===== src/rtl/mem_arb_pkg.sv =====
// rtl/mem_arb_pkg.sv - shared types and constants for the memory port arbiter
package mem_arb_pkg;

  typedef enum logic [1:0] {
    IDLE    = 2'd0,
    SERVE_I = 2'd1,
    SERVE_D = 2'd2
  } state_t;

  localparam logic OWNER_I = 1'b0;
  localparam logic OWNER_D = 1'b1;

  localparam int BEATS_DEF = 4;
  localparam int OFF_W     = $clog2(BEATS_DEF);

endpackage


===== src/rtl/mem_port_arbiter_if.sv =====
// rtl/mem_port_arbiter_if.sv - requester and memory-side signal bundle
interface mem_port_arbiter_if
  import mem_arb_pkg::*;
#(
  parameter int ADDR_W = 32,
  parameter int DATA_W = 32,
  parameter int BEATS  = BEATS_DEF
);
  localparam int CNT_W = $clog2(BEATS);

  logic              i_req;
  logic [ADDR_W-1:0] i_addr;
  logic              i_gnt;
  logic              i_rvalid;
  logic [DATA_W-1:0] i_rdata;
  logic [CNT_W-1:0]  i_beat;
  logic              i_done;

  logic              d_req;
  logic              d_we;
  logic              d_burst;
  logic [ADDR_W-1:0] d_addr;
  logic [DATA_W-1:0] d_wdata;
  logic              d_gnt;
  logic              d_rvalid;
  logic [DATA_W-1:0] d_rdata;
  logic [CNT_W-1:0]  d_beat;
  logic              d_done;

  logic              mem_en;
  logic              mem_we;
  logic [ADDR_W-1:0] mem_addr;
  logic [DATA_W-1:0] mem_wdata;
  logic [DATA_W-1:0] mem_rdata;
  logic              mem_ready;

  // Arbiter side
  modport slave (
    input  i_req, i_addr,
    output i_gnt, i_rvalid, i_rdata, i_beat, i_done,
    input  d_req, d_we, d_burst, d_addr, d_wdata,
    output d_gnt, d_rvalid, d_rdata, d_beat, d_done,
    output mem_en, mem_we, mem_addr, mem_wdata,
    input  mem_rdata, mem_ready
  );

  // Cache controllers plus memory wrapper side
  modport master (
    output i_req, i_addr,
    input  i_gnt, i_rvalid, i_rdata, i_beat, i_done,
    output d_req, d_we, d_burst, d_addr, d_wdata,
    input  d_gnt, d_rvalid, d_rdata, d_beat, d_done,
    input  mem_en, mem_we, mem_addr, mem_wdata,
    output mem_rdata, mem_ready
  );

endinterface


===== src/rtl/mem_arb_rr.sv =====
// rtl/mem_arb_rr.sv - two-way round-robin picker between I and D requesters
module mem_arb_rr
  import mem_arb_pkg::*;
(
  input  logic req_i,
  input  logic req_d,
  input  logic last_owner,
  output logic pick_valid,
  output logic pick_d
);

  // On a tie the side that did not own the port last time wins
  assign pick_valid = req_i | req_d;
  assign pick_d     = (req_i & req_d) ? (last_owner == OWNER_I) : req_d;

endmodule


===== src/rtl/mem_port_arbiter.sv =====
// rtl/mem_port_arbiter.sv - shares one memory port between I-cache and D-cache controllers
module mem_port_arbiter
  import mem_arb_pkg::*;
#(
  parameter int ADDR_W = 32,
  parameter int DATA_W = 32,
  parameter int BEATS  = BEATS_DEF
) (
  input  logic               clk,
  input  logic               rst,
  mem_port_arbiter_if.slave  bus
);

  localparam int CNT_W = $clog2(BEATS);

  state_t           cstate, nstate;
  logic [CNT_W-1:0] cnt;
  logic             last_owner;
  logic             is_burst;
  logic             pick_valid;
  logic             pick_d;
  logic             beat_ok;
  logic             last_beat;

  mem_arb_rr u_rr (
    .req_i      (bus.i_req),
    .req_d      (bus.d_req),
    .last_owner (last_owner),
    .pick_valid (pick_valid),
    .pick_d     (pick_d)
  );

  assign beat_ok   = (cstate != IDLE) & bus.mem_ready;
  assign last_beat = ~is_burst | (cnt == CNT_W'(BEATS - 1));

  // State, beat counter and grant bookkeeping; reset aborts any transaction
  always_ff @(posedge clk or posedge rst) begin
    if (rst) begin
      cstate     <= IDLE;
      cnt        <= '0;
      last_owner <= OWNER_D;
      is_burst   <= 1'b0;
    end else begin
      cstate <= nstate;
      if (cstate == IDLE && pick_valid) begin
        is_burst   <= pick_d ? (bus.d_burst & ~bus.d_we) : 1'b1;
        last_owner <= pick_d ? OWNER_D : OWNER_I;
      end
      if (beat_ok) begin
        cnt <= last_beat ? '0 : cnt + 1'b1;
      end
    end
  end

  // Next state and all port outputs, decoded from the current owner
  always_comb begin
    nstate        = cstate;
    bus.i_gnt     = 1'b0;
    bus.i_rvalid  = 1'b0;
    bus.i_rdata   = '0;
    bus.i_beat    = '0;
    bus.i_done    = 1'b0;
    bus.d_gnt     = 1'b0;
    bus.d_rvalid  = 1'b0;
    bus.d_rdata   = '0;
    bus.d_beat    = '0;
    bus.d_done    = 1'b0;
    bus.mem_en    = 1'b0;
    bus.mem_we    = 1'b0;
    bus.mem_addr  = '0;
    bus.mem_wdata = '0;
    case (cstate)
      IDLE: begin
        if (pick_valid) begin
          nstate = pick_d ? SERVE_D : SERVE_I;
        end
      end
      SERVE_I: begin
        bus.i_gnt    = 1'b1;
        bus.mem_en   = 1'b1;
        bus.mem_addr = {bus.i_addr[ADDR_W-1:CNT_W+2], cnt, 2'b00};
        bus.i_beat   = cnt;
        bus.i_rdata  = bus.mem_rdata;
        bus.i_rvalid = bus.mem_ready;
        if (beat_ok && last_beat) begin
          bus.i_done = 1'b1;
          nstate     = IDLE;
        end
      end
      SERVE_D: begin
        bus.d_gnt     = 1'b1;
        bus.mem_en    = 1'b1;
        bus.mem_we    = bus.d_we;
        bus.mem_wdata = bus.d_wdata;
        bus.mem_addr  = is_burst ? {bus.d_addr[ADDR_W-1:CNT_W+2], cnt, 2'b00} : bus.d_addr;
        bus.d_beat    = cnt;
        bus.d_rdata   = bus.mem_rdata;
        bus.d_rvalid  = bus.mem_ready & ~bus.d_we;
        if (beat_ok && last_beat) begin
          bus.d_done = 1'b1;
          nstate     = IDLE;
        end
      end
      default: nstate = IDLE;
    endcase
  end

endmodule


===== src/flat_wrapper.sv =====
// flat-port wrapper written by rule: the top's interface ports become plain ports
module mem_port_arbiter_flat import mem_arb_pkg::*;
#(
  parameter int ADDR_W = 32,
  parameter int DATA_W = 32,
  parameter int BEATS  = BEATS_DEF
)
  (clk, rst, bus_i_req, bus_i_addr, bus_i_gnt, bus_i_rvalid, bus_i_rdata, bus_i_beat, bus_i_done, bus_d_req, bus_d_we, bus_d_burst, bus_d_addr, bus_d_wdata, bus_d_gnt, bus_d_rvalid, bus_d_rdata, bus_d_beat, bus_d_done, bus_mem_en, bus_mem_we, bus_mem_addr, bus_mem_wdata, bus_mem_rdata, bus_mem_ready);
  mem_port_arbiter_if #(.ADDR_W(ADDR_W), .DATA_W(DATA_W), .BEATS(BEATS)) bus_i ();
  input  logic clk;
  input  logic rst;
  input wire logic [$bits(bus_i.i_req)-1:0] bus_i_req;
  input wire logic [$bits(bus_i.i_addr)-1:0] bus_i_addr;
  output wire logic [$bits(bus_i.i_gnt)-1:0] bus_i_gnt;
  output wire logic [$bits(bus_i.i_rvalid)-1:0] bus_i_rvalid;
  output wire logic [$bits(bus_i.i_rdata)-1:0] bus_i_rdata;
  output wire logic [$bits(bus_i.i_beat)-1:0] bus_i_beat;
  output wire logic [$bits(bus_i.i_done)-1:0] bus_i_done;
  input wire logic [$bits(bus_i.d_req)-1:0] bus_d_req;
  input wire logic [$bits(bus_i.d_we)-1:0] bus_d_we;
  input wire logic [$bits(bus_i.d_burst)-1:0] bus_d_burst;
  input wire logic [$bits(bus_i.d_addr)-1:0] bus_d_addr;
  input wire logic [$bits(bus_i.d_wdata)-1:0] bus_d_wdata;
  output wire logic [$bits(bus_i.d_gnt)-1:0] bus_d_gnt;
  output wire logic [$bits(bus_i.d_rvalid)-1:0] bus_d_rvalid;
  output wire logic [$bits(bus_i.d_rdata)-1:0] bus_d_rdata;
  output wire logic [$bits(bus_i.d_beat)-1:0] bus_d_beat;
  output wire logic [$bits(bus_i.d_done)-1:0] bus_d_done;
  output wire logic [$bits(bus_i.mem_en)-1:0] bus_mem_en;
  output wire logic [$bits(bus_i.mem_we)-1:0] bus_mem_we;
  output wire logic [$bits(bus_i.mem_addr)-1:0] bus_mem_addr;
  output wire logic [$bits(bus_i.mem_wdata)-1:0] bus_mem_wdata;
  input wire logic [$bits(bus_i.mem_rdata)-1:0] bus_mem_rdata;
  input wire logic [$bits(bus_i.mem_ready)-1:0] bus_mem_ready;
  assign bus_i.i_req = bus_i_req;
  assign bus_i.i_addr = bus_i_addr;
  assign bus_i_gnt = bus_i.i_gnt;
  assign bus_i_rvalid = bus_i.i_rvalid;
  assign bus_i_rdata = bus_i.i_rdata;
  assign bus_i_beat = bus_i.i_beat;
  assign bus_i_done = bus_i.i_done;
  assign bus_i.d_req = bus_d_req;
  assign bus_i.d_we = bus_d_we;
  assign bus_i.d_burst = bus_d_burst;
  assign bus_i.d_addr = bus_d_addr;
  assign bus_i.d_wdata = bus_d_wdata;
  assign bus_d_gnt = bus_i.d_gnt;
  assign bus_d_rvalid = bus_i.d_rvalid;
  assign bus_d_rdata = bus_i.d_rdata;
  assign bus_d_beat = bus_i.d_beat;
  assign bus_d_done = bus_i.d_done;
  assign bus_mem_en = bus_i.mem_en;
  assign bus_mem_we = bus_i.mem_we;
  assign bus_mem_addr = bus_i.mem_addr;
  assign bus_mem_wdata = bus_i.mem_wdata;
  assign bus_i.mem_rdata = bus_mem_rdata;
  assign bus_i.mem_ready = bus_mem_ready;
  mem_port_arbiter #(.ADDR_W(ADDR_W), .DATA_W(DATA_W), .BEATS(BEATS)) u_core (.clk(clk), .rst(rst), .bus(bus_i));
endmodule

===== config.mk =====
export PLATFORM = sky130hd
export DESIGN_NAME = mem_port_arbiter_flat
export DESIGN_NICKNAME = d
export VERILOG_FILES = /design/src/rtl/mem_arb_pkg.sv /design/src/rtl/mem_port_arbiter_if.sv /design/src/rtl/mem_arb_rr.sv /design/src/rtl/mem_port_arbiter.sv /design/src/flat_wrapper.sv
export SDC_FILE = /design/constraint.sdc
export NUM_CORES = 1
export LEC_CHECK = 0
export CORE_AREA = 3 3 106 108
export CTS_BUF_LIST = sky130_fd_sc_hd__clkbuf_2 sky130_fd_sc_hd__clkbuf_4 sky130_fd_sc_hd__clkbuf_8
export CTS_CLUSTER_SIZE = 30
export DETAILED_ROUTE_END_ITERATION = 8
export DIE_AREA = 0 0 109 111
export PLACE_DENSITY = 0.63
export SLEW_MARGIN = 20
export SYNTH_ARGS = -nofsm -noshare
export SYNTH_HDL_FRONTEND = slang
export SYNTH_SLANG_ARGS = --single-unit
export TNS_END_PERCENT = 20

===== constraint.sdc =====
create_clock -name clk -period 2.6 [get_ports clk]
set_input_delay 0.52 -clock clk [delete_from_list [all_inputs] [get_ports clk]]
set_output_delay 0.52 -clock clk [all_outputs]
set_load 0.005 [all_outputs]

* After elaboration in Yosys (flattened, before gate mapping)
Index checks and enable logic that the tools add are counted.
Storage, ports and cells: flip-flop bits (word level) 6, input bits 135, output and inout bits 140, word-level logic and storage cells 49
Operators by class: add/sub/neg operators 1, equal/unequal tests 5, mux-type cells 24, bitwise gates (word level) 9, reductions and logical operators 6
Operators by type and width (count):
- 32-bit 2-to-1 mux | 3
- 32-bit one-hot mux with 2 select lines | 1
- 1-bit 2-to-1 mux | 12
- 2-bit 2-to-1 mux | 6
- 1-bit bitwise AND | 4
- 2-bit equality test (second input constant) | 2
- 4-bit 2-to-1 mux | 1
- 2-bit by 1-bit != test with 1-bit output (second input constant) | 2
- 2-bit one-hot mux with 2 select lines | 1
- 1-bit inverter | 3
- 2-bit by 1-bit adder with 2-bit output (second input constant) | 1
- 2-bit by 1-bit equality test with 1-bit output (second input constant) | 1
- 1-bit logical AND | 2
- 2-bit zero test | 1
- 1-bit OR | 2
- 2-bit AND reduction | 1
- 2-bit nonzero test | 1
- 2-bit OR reduction | 1

* Depth between registers and ports, before layout
Gate-level depths: netlist (run 1).
word-level depth 5, mapped depth 6, gate-level depth less buffers 5

* By module
Synthesis (run 1) repeated with hierarchy kept, for this count alone.
Second synthesis, totals: cells, all modules 231, area, all modules 1630.3 sq um
By module, submodules not included:
- mem_port_arbiter | times used 1, cells an instance 229, area each 1616.6 sq um, sequential area each 151.4 sq um
- mem_arb_rr | times used 1, cells an instance 2, area each 13.8 sq um, sequential area each 0.0 sq um

* Worst setup path before layout (run 1)
Ideal clock, no wire load.
path type register to output, start point reg u_core.cstate[1], end point out bus_mem_addr[3], arrival 1274 ps, required time 2080 ps, setup slack 806 ps, stages on the path, launching flop included 7, path buffers 1, cell sequence dfrtp_1 inv_1 ha_1 buf_6 a21o_1 a32o_1 and2_1
Between the ends: cells in the longest elaborated chain, start to end 2, elaborated cells between the ends (all ways) 3, classes of those cells 2 x eq/ne; 1 x mux
RTL lines:
- start: declaration | line mem_port_arbiter.sv:16 | state_t cstate, nstate;
- start signal: assignment | line mem_port_arbiter.sv:44 | cstate <= nstate;
- 2-bit equality test / 2-bit by 1-bit equality test with 1-bit output (equally long branches) | line mem_port_arbiter.sv:72 | case (cstate)
- 32-bit one-hot mux with 2 select lines (*) | line mem_port_arbiter.sv:72
- end: declaration | line flat_wrapper.sv:31 | output wire logic [$bits(bus_i.mem_addr)-1:0] bus_mem_addr;
Mark *: on every way between the ends. The rest lies on a longest branch, timed or not.

* Worst setup path after layout (run 1)
start point reg u_core.cstate[0], end point out bus_mem_addr[3]
The elaborated chain is that of the path after synthesis.

==> results of run 1 <==
final cells by class:
type,count,area [µm²],share of cell area (%)
clock buffer,4,48.8,1.07
inverter,5,18.8,0.412
multi-input combinational,196,1340,29.3
sequential,6,153,3.35
tap,136,170,3.74
timing repair buffer,279,2830,62.1
Yosys cell counts, types with 2 or more instances:
cell type	n	share of area (%)
buf_2	5	1.6
a21oi_1	2	0.64
o211ai_1	2	0.95
inv_1	5	1.2
nor2b_1	31	12
mux2_2	2	1.4
ha_1	5	4.0
o21ai_0	2	0.64
and4_1	2	1.1
and2_1	105	42
nand3b_1	2	0.95
a22oi_1	28	13
nand2_1	5	1.2
dfrtp_1	5	8.0
clkbuf_1	14	3.3
how the worst max path moves through the flow:
stage | from | end | slack [ps] | cells past startpoint
6_report | u_core.cstate[0] | bus_mem_addr[3] | 90 | 6
4_1_cts | u_core.cstate[1] | bus_mem_addr[26] | 4 | 6
2_1_floorplan | u_core.cstate[1] | bus_mem_addr[3] | 810 | 6
3_5_place_dp | bus_mem_ready | bus_d_done | 70 | 5
5_1_grt | u_core.cstate[0] | bus_mem_wdata[13] | -7 | 5
3_3_place_gp | bus_mem_ready | bus_i_done | 100 | 5
where the power goes:
part | total (W) | internal [W] | switching, W | leakage [nW]
logic | 0.00266 | 0.00165 | 0.00101 | 1.58
clock network | 0.000159 | 0.000116 | 0.0000431 | 0.0262
registers | 0.000199 | 0.000144 | 0.0000549 | 0.0707
per-stage QoR:
step                total power (W)  setup WS [ps]  area, µm²  hold slack (ps)
global placement            0.00277           98.8       4440              500
finish                      0.00301           87.3       4550              518
detailed placement          0.00279           65.2       4440              520
floorplan                   0.00126            806       1570              310
global route                0.00326          -7.03       4550              555
CTS                         0.00296           3.86       4490              527
per-layer routing:
metal / vias to the layer above / routed length [µm]
met5: - / 0
met4: 0 / 34
met3: 4 / 862
met2: 127 / 4970
met1: 1109 / 3630
li1: 1281 / -
flip-flops by register name, summed over array words and instances, names as in the netlist:
name / count
u_core.last_owner: 1
u_core.cnt: 2
u_core.cstate: 2
u_core.is_burst: 1
cells by family after synthesis:
kind of cell,Yosys count
flops,6
compound gates,39
buf+inv,25
fa+ha+maj,5
simple gates,150
mux,2
timing repair:
item                                   in CTS  in global routing
buffers inserted                            0                  1
setup endpoints to repair                   1                109
cloned                                      0                  1
resized for setup                           1                  9
endpoints found under the hold margin       0                  0
==> run_results.csv, run 1 <==
group,metric,value,unit
synthesis,async_flop_share,100,%
pwr,p_per_area,662,mW/mm²
clock_tree,clockRootBuffer,"clkbuf_8",
synthesis,yosysWarnings,0,
synthesis,synth-compound-area-share,18.4,%
synthesis,ys.flop_type,"dfrtp_1",
synthesis,synth_cells,227,
critical_path,crit_chain,"inv_1 > ha_2 > buf_6 > a32o_1 > and2_1 > clkdlybuf4s50_1",
critical_path,reg2reg_to,"u_core.cnt[0]",
critical_path,critPathBufInv,3,
floorplanning,fp.coreArea,0.0103,mm²
timing,worstMarginPinSlew,244,ps
synthesis,synth_top_family_by_area,"simple AND/OR/NAND/NOR gates",
critical_path,cp_slowest_cell,"clkdlybuf4s50_1",
global_routing,grtUsageMet3,2.97,%
pwr,p_leak,1.68,nW
layout,final_cells,626,
timing,min_period_over_period,96.6,%
run_status,status,"completed",
layout,syn2layout_area_growth,190,%
timing,hold_viol,0,
floorplanning,dieHeight,111,µm
critical_path,rrSetupSlack,1150,ps
layout,fill_cells,990,
global_routing,grt_max_degree,66,
synthesis,yosysUniqueCellTypes,27,
layout,final_cell_mix,"270 x clkdlybuf4s50_1, 105 x and2_1, 31 x nor2b_1",
global_routing,overflow,0,
synthesis,synth_mux_area_share,1.43,%
clock_tree,cts_buffer_depth,2,
global_routing,use_met2,26.9,%
critical_path,worstPathArrival,1990,ps
clock_tree,cts_buffers,3,
global_routing,grt_pass1_vias,2646,
timing,slew_headroom,83.5,%
clock_tree,h-tree-depth,1,
critical_path,crit_path_max_fanout,15,
synthesis,syn_avg_cell_area,6.93,µm²
floorplanning,placementRows,37,
clock_tree,clock_sinks,6,
layout,layout_commonest_cell,"clkdlybuf4s50_1",
placed_design,dpl.hpwl,7.73,mm
worst_hold_path,hold_path.class,"in -> async",
placed_design,dp.cells,620,
critical_path,cp_top_family,"buffers and inverters",
clock_tree,cts_tree,"done",
floorplanning,ios,275,
timing,final.setup.tns,0,ps
global_routing,busiest_layer,"met2",
layout,final_util,44.1,%
layout,antennaDiodeCount,0,
global_routing,antenna_found_initial,0,
detailed_routing,vias_per_cell,4.03,
critical_path,max_stage_delay,500,ps
timing,fin_skew,6.03,ps
placed_design,port-buffer-count,270,
floorplanning,dieArea,0.0121,mm²
timing,fmax,0.398,GHz
synthesis,synth_nets,367,
critical_path,reg2regPathDepth,5,
layout,num-nets-final,631,
synthesis,yosys.area_share.simple,59.7,%
synthesis,yosys.area_share.adder,3.98,%
timing,min_period,2510,ps
detailed_routing,drt_pass1_iterations,4,
pwr,ir_drop,510,µV
run,drv_cap,0,
global_routing,grt_use_total,14.2,%
synthesis,ys_ff_latch,6,
detailed_routing,drc,0,
synthesis,synth_xor_area_share,0,%
floorplanning,start_util,15.2,%
critical_path,critPathLaunchType,"flip-flop",
global_routing,grt_pass1_wl,14.1,mm
detailed_routing,drtIter0Drc,103,
critical_path,critPathCaptureType,"output port",
critical_path,required,2080,ps
critical_path,reg2reg_from,"u_core.cstate[0]",
timing,rsz0062_at_grt,"true",
layout,drive_gt1_share,4.69,%
global_routing,globalRouteMet1Util,16.5,%
synthesis,synth-edff-count,0,
timing,slew_viol_final,0,
detailed_routing,ant_nets,0,
detailed_routing,dr_total_vias,2521,
clock_tree,holdBufCountCts,0,
detailed_routing,wl_per_cell,15.2,µm
timing,setup_viol,0,
clock_tree,clk-insertion-delay-late,230,ps
floorplanning,die_x,109,µm
placed_design,place_congestion,0.864,
critical_path,crit_type,"reg -> out",
clock_tree,clkSlewWorstSetupHoldPaths,40,ps
synthesis,netlist_area,0.00157,mm²
synthesis,ys_seq_area_share,9.63,%
detailed_routing,drt_wl_total,9.50,mm
Power figures use the tool's default switching activity.
==> inputs of run 2 (changes only) <==
- GPL_TIMING_DRIVEN: not set -> 0
- SLEW_MARGIN: 20 -> not set
==> run 2 against run 1 <==
Effect of this change:
- sequential share of layout area hardly changed
- register-to-register slack better by 100 ps
- cell area is 0.99% higher
- via count is 3.9% higher
- clock skew is 4.7 ps lower
- maximum frequency is 0.17% lower
- sequential power is 2% lower
- die area stayed put
- hold slack worse by 2.0 ps
- setup slack worse by 4.4 ps
- power is 2.0% higher
- critical path type unchanged
- critical endpoint is now bus_mem_addr[20]
==> run_results.csv, run 2 (synthesized netlist as in run 1, its figures left out) <==
group,metric,value,unit
run_status,status,"completed",
timing,min_period_over_period,96.8,%
clock_tree,holdBufCountCts,0,
placed_design,place_congestion,0.865,
floorplanning,ios,275,
detailed_routing,drc,0,
timing,slew_viol_final,0,
critical_path,crit_type,"reg -> out",
clock_tree,cts_buffer_depth,2,
critical_path,required,2080,ps
placed_design,dpl.hpwl,8.50,mm
layout,syn2layout_area_growth,192,%
timing,slew_headroom,83.6,%
global_routing,grt_pass1_vias,2654,
timing,min_period,2520,ps
floorplanning,start_util,15.2,%
timing,hold_viol,0,
clock_tree,clkSlewWorstSetupHoldPaths,40,ps
detailed_routing,vias_per_cell,4.10,
worst_hold_path,hold_path.class,"in -> async",
detailed_routing,drt_wl_total,9.86,mm
detailed_routing,dr_total_vias,2619,
detailed_routing,wl_per_cell,15.4,µm
clock_tree,cts_buffers,3,
global_routing,grt_use_total,14.7,%
global_routing,overflow,0,
layout,drive_gt1_share,7.36,%
clock_tree,h-tree-depth,1,
floorplanning,dieArea,0.0121,mm²
global_routing,antenna_found_initial,0,
timing,worstMarginPinSlew,244,ps
critical_path,critPathCaptureType,"output port",
pwr,switching_share,37.0,%
clock_tree,cts_tree,"done",
layout,num-nets-final,644,
layout,layout_commonest_cell,"clkdlybuf4s50_1",
clock_tree,clk-insertion-delay-late,220,ps
pwr,p_switching,0.00114,W
critical_path,crit_path_max_fanout,10,
pwr,seq_power_share,6.4,%
detailed_routing,drt_pass1_iterations,4,
detailed_routing,drtIter0Drc,77,
clock_tree,clockRootBuffer,"clkbuf_8",
run,drv_cap,0,
detailed_routing,ant_nets,0,
pwr,pwr-share-clk,5.1,%
timing,setup_viol,0,
placed_design,place_worst_setup_slack,7.27,ps
floorplanning,die_x,109,µm
floorplanning,placementRows,37,
placed_design,port-buffer-count,270,
pwr,p_leak,1.73,nW
layout,final_cells,639,
pwr,power.share.combinational,88.5,%
pwr,p_per_area,669,mW/mm²
global_routing,grt_pass1_wl,14.3,mm
critical_path,critPathLaunchType,"flip-flop",
floorplanning,fp.coreArea,0.0103,mm²
layout,final_util,44.6,%
layout,antennaDiodeCount,0,
critical_path,worstPathArrival,2000,ps
timing,fin_skew,1.32,ps
global_routing,grt_max_degree,11,
pwr,ir_drop,441,µV
layout,final_cell_mix,"270 x clkdlybuf4s50_1, 105 x and2_1, 31 x nor2b_1",
pwr,fin_total_pwr,0.00308,W
layout,largestRegisters,"u_core.cnt: 2 flops, u_core.cstate: 2 flops",
placed_design,dp.cells,633,
timing,fmax,0.397,GHz
pwr,power.internal,0.00194,W
clock_tree,clock_sinks,6,
timing,layout_setup_ws,82.9,ps
floorplanning,dieHeight,111,µm
timing,whs,516,ps
## run 2: cell types whose count changed in the layout (fill, tap and decap cells not counted), sizes merged
cell	before	now
buf	8	6
clkbuf	5	20
## run 2: area by class of cell
cell class	instances	area, µm²
inverter	5	18.8
buffer	20	138
tap	136	170
multi-input combinational	196	1350
sequential	6	153
clock buffer	4	48.8
timing repair buffer	272	2720
fill	1029	5720
## run 2: worst max-delay path, stage by stage (launching register included)
cell,delay [ps]
dfrtp_1,410
inv_2,110
ha_4,350
buf_2,210
nor2b_1,160
clkdlybuf4s50_1,530
## run 2: through the flow
step / TNS [ps] / instance area [µm²]
3_5_place_dp: 0 / 4450
4_1_cts: -524 / 4520
2_1_floorplan: 0 / 1570
6_report: 0 / 4600
3_3_place_gp: 0 / 4450
5_1_grt: -23.8 / 4600
## run 2: path summary, 6_finish.rpt
check                             startpoint                end  slack, ps  cells after the start
setup reg to reg            u_core.cstate[0]      u_core.cnt[0]       1250                      5
min in group clk           u_core.last_owner  u_core.last_owner        520                      2
setup / recovery            u_core.cstate[0]   bus_mem_addr[20]         80                      5
hold reg to reg            u_core.last_owner  u_core.last_owner        520                      2
hold / removal                           rst      u_core.cnt[1]        520                      2
max in group asynchronous                rst  u_core.last_owner       1830                      2
## run 2: what timing repair did
action,4_1_cts,5_1_grt
buffers inserted,0,2
setup endpoints to repair,128,97
resized for setup,17,24
## run 2: power by group through the flow
stage                     Sequential [W]  Clock, W  Combinational, W
final                           0.000195  0.000157           0.00272
after global routing            0.000202  0.000168           0.00296
after CTS                       0.000196  0.000161           0.00265
after detailed placement        0.000196         0           0.00259
after global placement          0.000193         0           0.00257
after floorplan                 0.000179         0           0.00108
## run 2: metal layers
| layer | GRT usage [%] | up-vias | part of all wire (%) |
|---|---|---|---|
| met5 | 0 | - | 0 |
| met4 | 1.43 | 0 | 0.57 |
| met3 | 4.08 | 8 | 9.7 |
| met2 | 28.0 | 129 | 52 |
| met1 | 16.5 | 1167 | 37 |
| li1 | - | 1315 | - |
==> inputs of run 3 (changes only) <==
- PLACE_DENSITY: 0.63 -> not set
==> run 3 against run 2 <==
Effect of this change:
- setup slack lost 11 ps
- largest power group unchanged
- via count shrank 1.9%
- sequential share of layout area is essentially flat
- sequential power grew 7%
- highest routed layer unchanged
- die area is the same
- critical endpoint is now bus_d_done
- power grew 1.3%
- wire length grew 2.8%
- flip-flop and latch count is the same
- clock power grew 4%
==> run_results.csv, run 3 (synthesized netlist as in run 1, its figures left out) <==
group,metric,value,unit
run_status,status,"completed",
detailed_routing,drt_wl_total,10.1,mm
worst_hold_path,holdCritStartpoint,"u_core.last_owner",
timing,final.setup.tns,0,ps
placed_design,dp.cells,633,
layout,fill_cells,1016,
layout,syn2layout_area_growth,194,%
floorplanning,ios,275,
placed_design,place_congestion,0.850,
floorplanning,dieArea,0.0121,mm²
pwr,power.internal,0.00195,W
placed_design,place_area,0.00445,mm²
floorplanning,placementRows,37,
timing,slew_viol_final,0,
global_routing,overflow,0,
detailed_routing,drtIter0Drc,117,
timing,setup_viol,0,
floorplanning,start_util,15.2,%
timing,hold_viol,0,
detailed_routing,drc,0,
critical_path,reg2reg_from,"u_core.cstate[0]",
pwr,seq_power_share,6.7,%
pwr,switching_share,37.5,%
clock_tree,clock_sinks,6,
critical_path,worstPathArrival,2010,ps
timing,fin_skew,5.22,ps
clock_tree,h-tree-depth,1,
layout,layout_commonest_cell,"clkdlybuf4s50_1",
global_routing,antenna_found_initial,0,
timing,slew_headroom,82.0,%
pwr,p_switching,0.00117,W
placed_design,dpl.hpwl,8.61,mm
clock_tree,clkSlewWorstSetupHoldPaths,40,ps
clock_tree,clockRootBuffer,"clkbuf_8",
pwr,power.share.combinational,88.0,%
worst_hold_path,hold_path.class,"reg -> reg",
critical_path,startpoint,"bus_mem_ready",
detailed_routing,drt_pass1_iterations,5,
critical_path,critPathCaptureType,"output port",
critical_path,critPathLaunchType,"primary input",
detailed_routing,vias_per_cell,4.02,
timing,rsz0062_at_grt,"false",
layout,multiInputGateArea,0.00137,mm²
timing,min_period,2530,ps
detailed_routing,dr_total_vias,2570,
clock_tree,holdBufCountCts,0,
timing,worstMarginPinSlew,266,ps
layout,final_area,0.00462,mm²
pwr,p_per_area,674,mW/mm²
critical_path,rrSetupSlack,1260,ps
timing,min_period_over_period,97.2,%
global_routing,grt_use_total,15.4,%
critical_path,crit_type,"in -> out",
pwr,pwr-share-clk,5.2,%
layout,num-nets-final,644,
timing,fmax,0.396,GHz
clock_tree,cts_buffers,3,
global_routing,grt_max_degree,11,
layout,drive_gt1_share,7.75,%
run,drv_cap,0,
critical_path,required,2080,ps
placed_design,port-buffer-count,270,
layout,seq_area,154,µm²
clock_tree,cts_buffer_depth,2,
pwr,p_leak,1.73,nW
detailed_routing,wl_per_cell,15.9,µm
layout,final_cell_mix,"270 x clkdlybuf4s50_1, 105 x and2_1, 31 x nor2b_1",
detailed_routing,ant_nets,0,
timing,whs,511,ps
layout,antennaDiodeCount,0,
global_routing,grt_pass1_wl,14.8,mm
floorplanning,fp.coreArea,0.0103,mm²
clock_tree,cts_tree,"done",
layout,final_cells,639,
floorplanning,dieHeight,111,µm
layout,largestRegisters,"u_core.cnt: 2 flops, u_core.cstate: 2 flops",
clock_tree,clk-insertion-delay-late,230,ps
critical_path,crit_path_max_fanout,5,
pwr,ir_drop,441,µV
floorplanning,die_x,109,µm
global_routing,grt_pass1_vias,2596,
run 3: final timing paths:
kind / to / cells after the start
max: bus_d_done / 5
min: u_core.last_owner / 2
max reg2reg: u_core.cnt[0] / 5
min reg2reg: u_core.last_owner / 2
max in group asynchronous: u_core.last_owner / 2
min in group asynchronous: u_core.is_burst / 2
run 3: timing repair:
action                                  CTS  global route
cloned                                    0             0
resized for setup                        19            27
buffers inserted                          2             0
endpoints found under the setup margin  131           104
run 3: per-layer routing:
| layer | track usage [%] | up-vias | part of all wire [%] |
|---|---|---|---|
| li1 | - | 1312 | - |
| met1 | 18.2 | 1151 | 38 |
| met2 | 29.5 | 105 | 55 |
| met3 | 2.68 | 2 | 6.6 |
| met4 | 0.842 | 0 | 0.19 |
| met5 | 0 | - | 0 |
run 3: through the flow:
step / setup slack, ps / power (W) / utilization, %
finish: 72.3 / 0.00311 / 44.7
global route: 6.65 / 0.00338 / 44.7
CTS: -37.9 / 0.00305 / 44.0
detailed placement: -57.8 / 0.00280 / 43.1
global placement: -15.8 / 0.00279 / 43.1
floorplan: 806 / 0.00126 / -
run 3: power by group through the flow:
| stage | Combinational (W) | Clock (W) | Sequential [W] |
|---|---|---|---|
| CTS | 0.00269 | 0.000167 | 0.000195 |
| global placement | 0.00259 | 0 | 0.000194 |
| floorplan | 0.00108 | 0 | 0.000179 |
| global route | 0.00299 | 0.000173 | 0.000216 |
| finish | 0.00274 | 0.000163 | 0.000209 |
| detailed placement | 0.00260 | 0 | 0.000197 |
run 3: critical path, cell delays in order:
cell and delay, ps:
clkdlybuf4s50_1 570, nand2b_4 100, nor2_2 170, and2_1 140, clkdlybuf4s50_1 510
run 3: area by class of cell:
class,instances,area share [%]
clock buffers,4,1.06
flip-flops and latches,6,3.33
multi-input cells,196,29.6
repair buffers,272,58.8
well taps,136,3.68
inverters,5,0.461
plain buffers,20,3.03
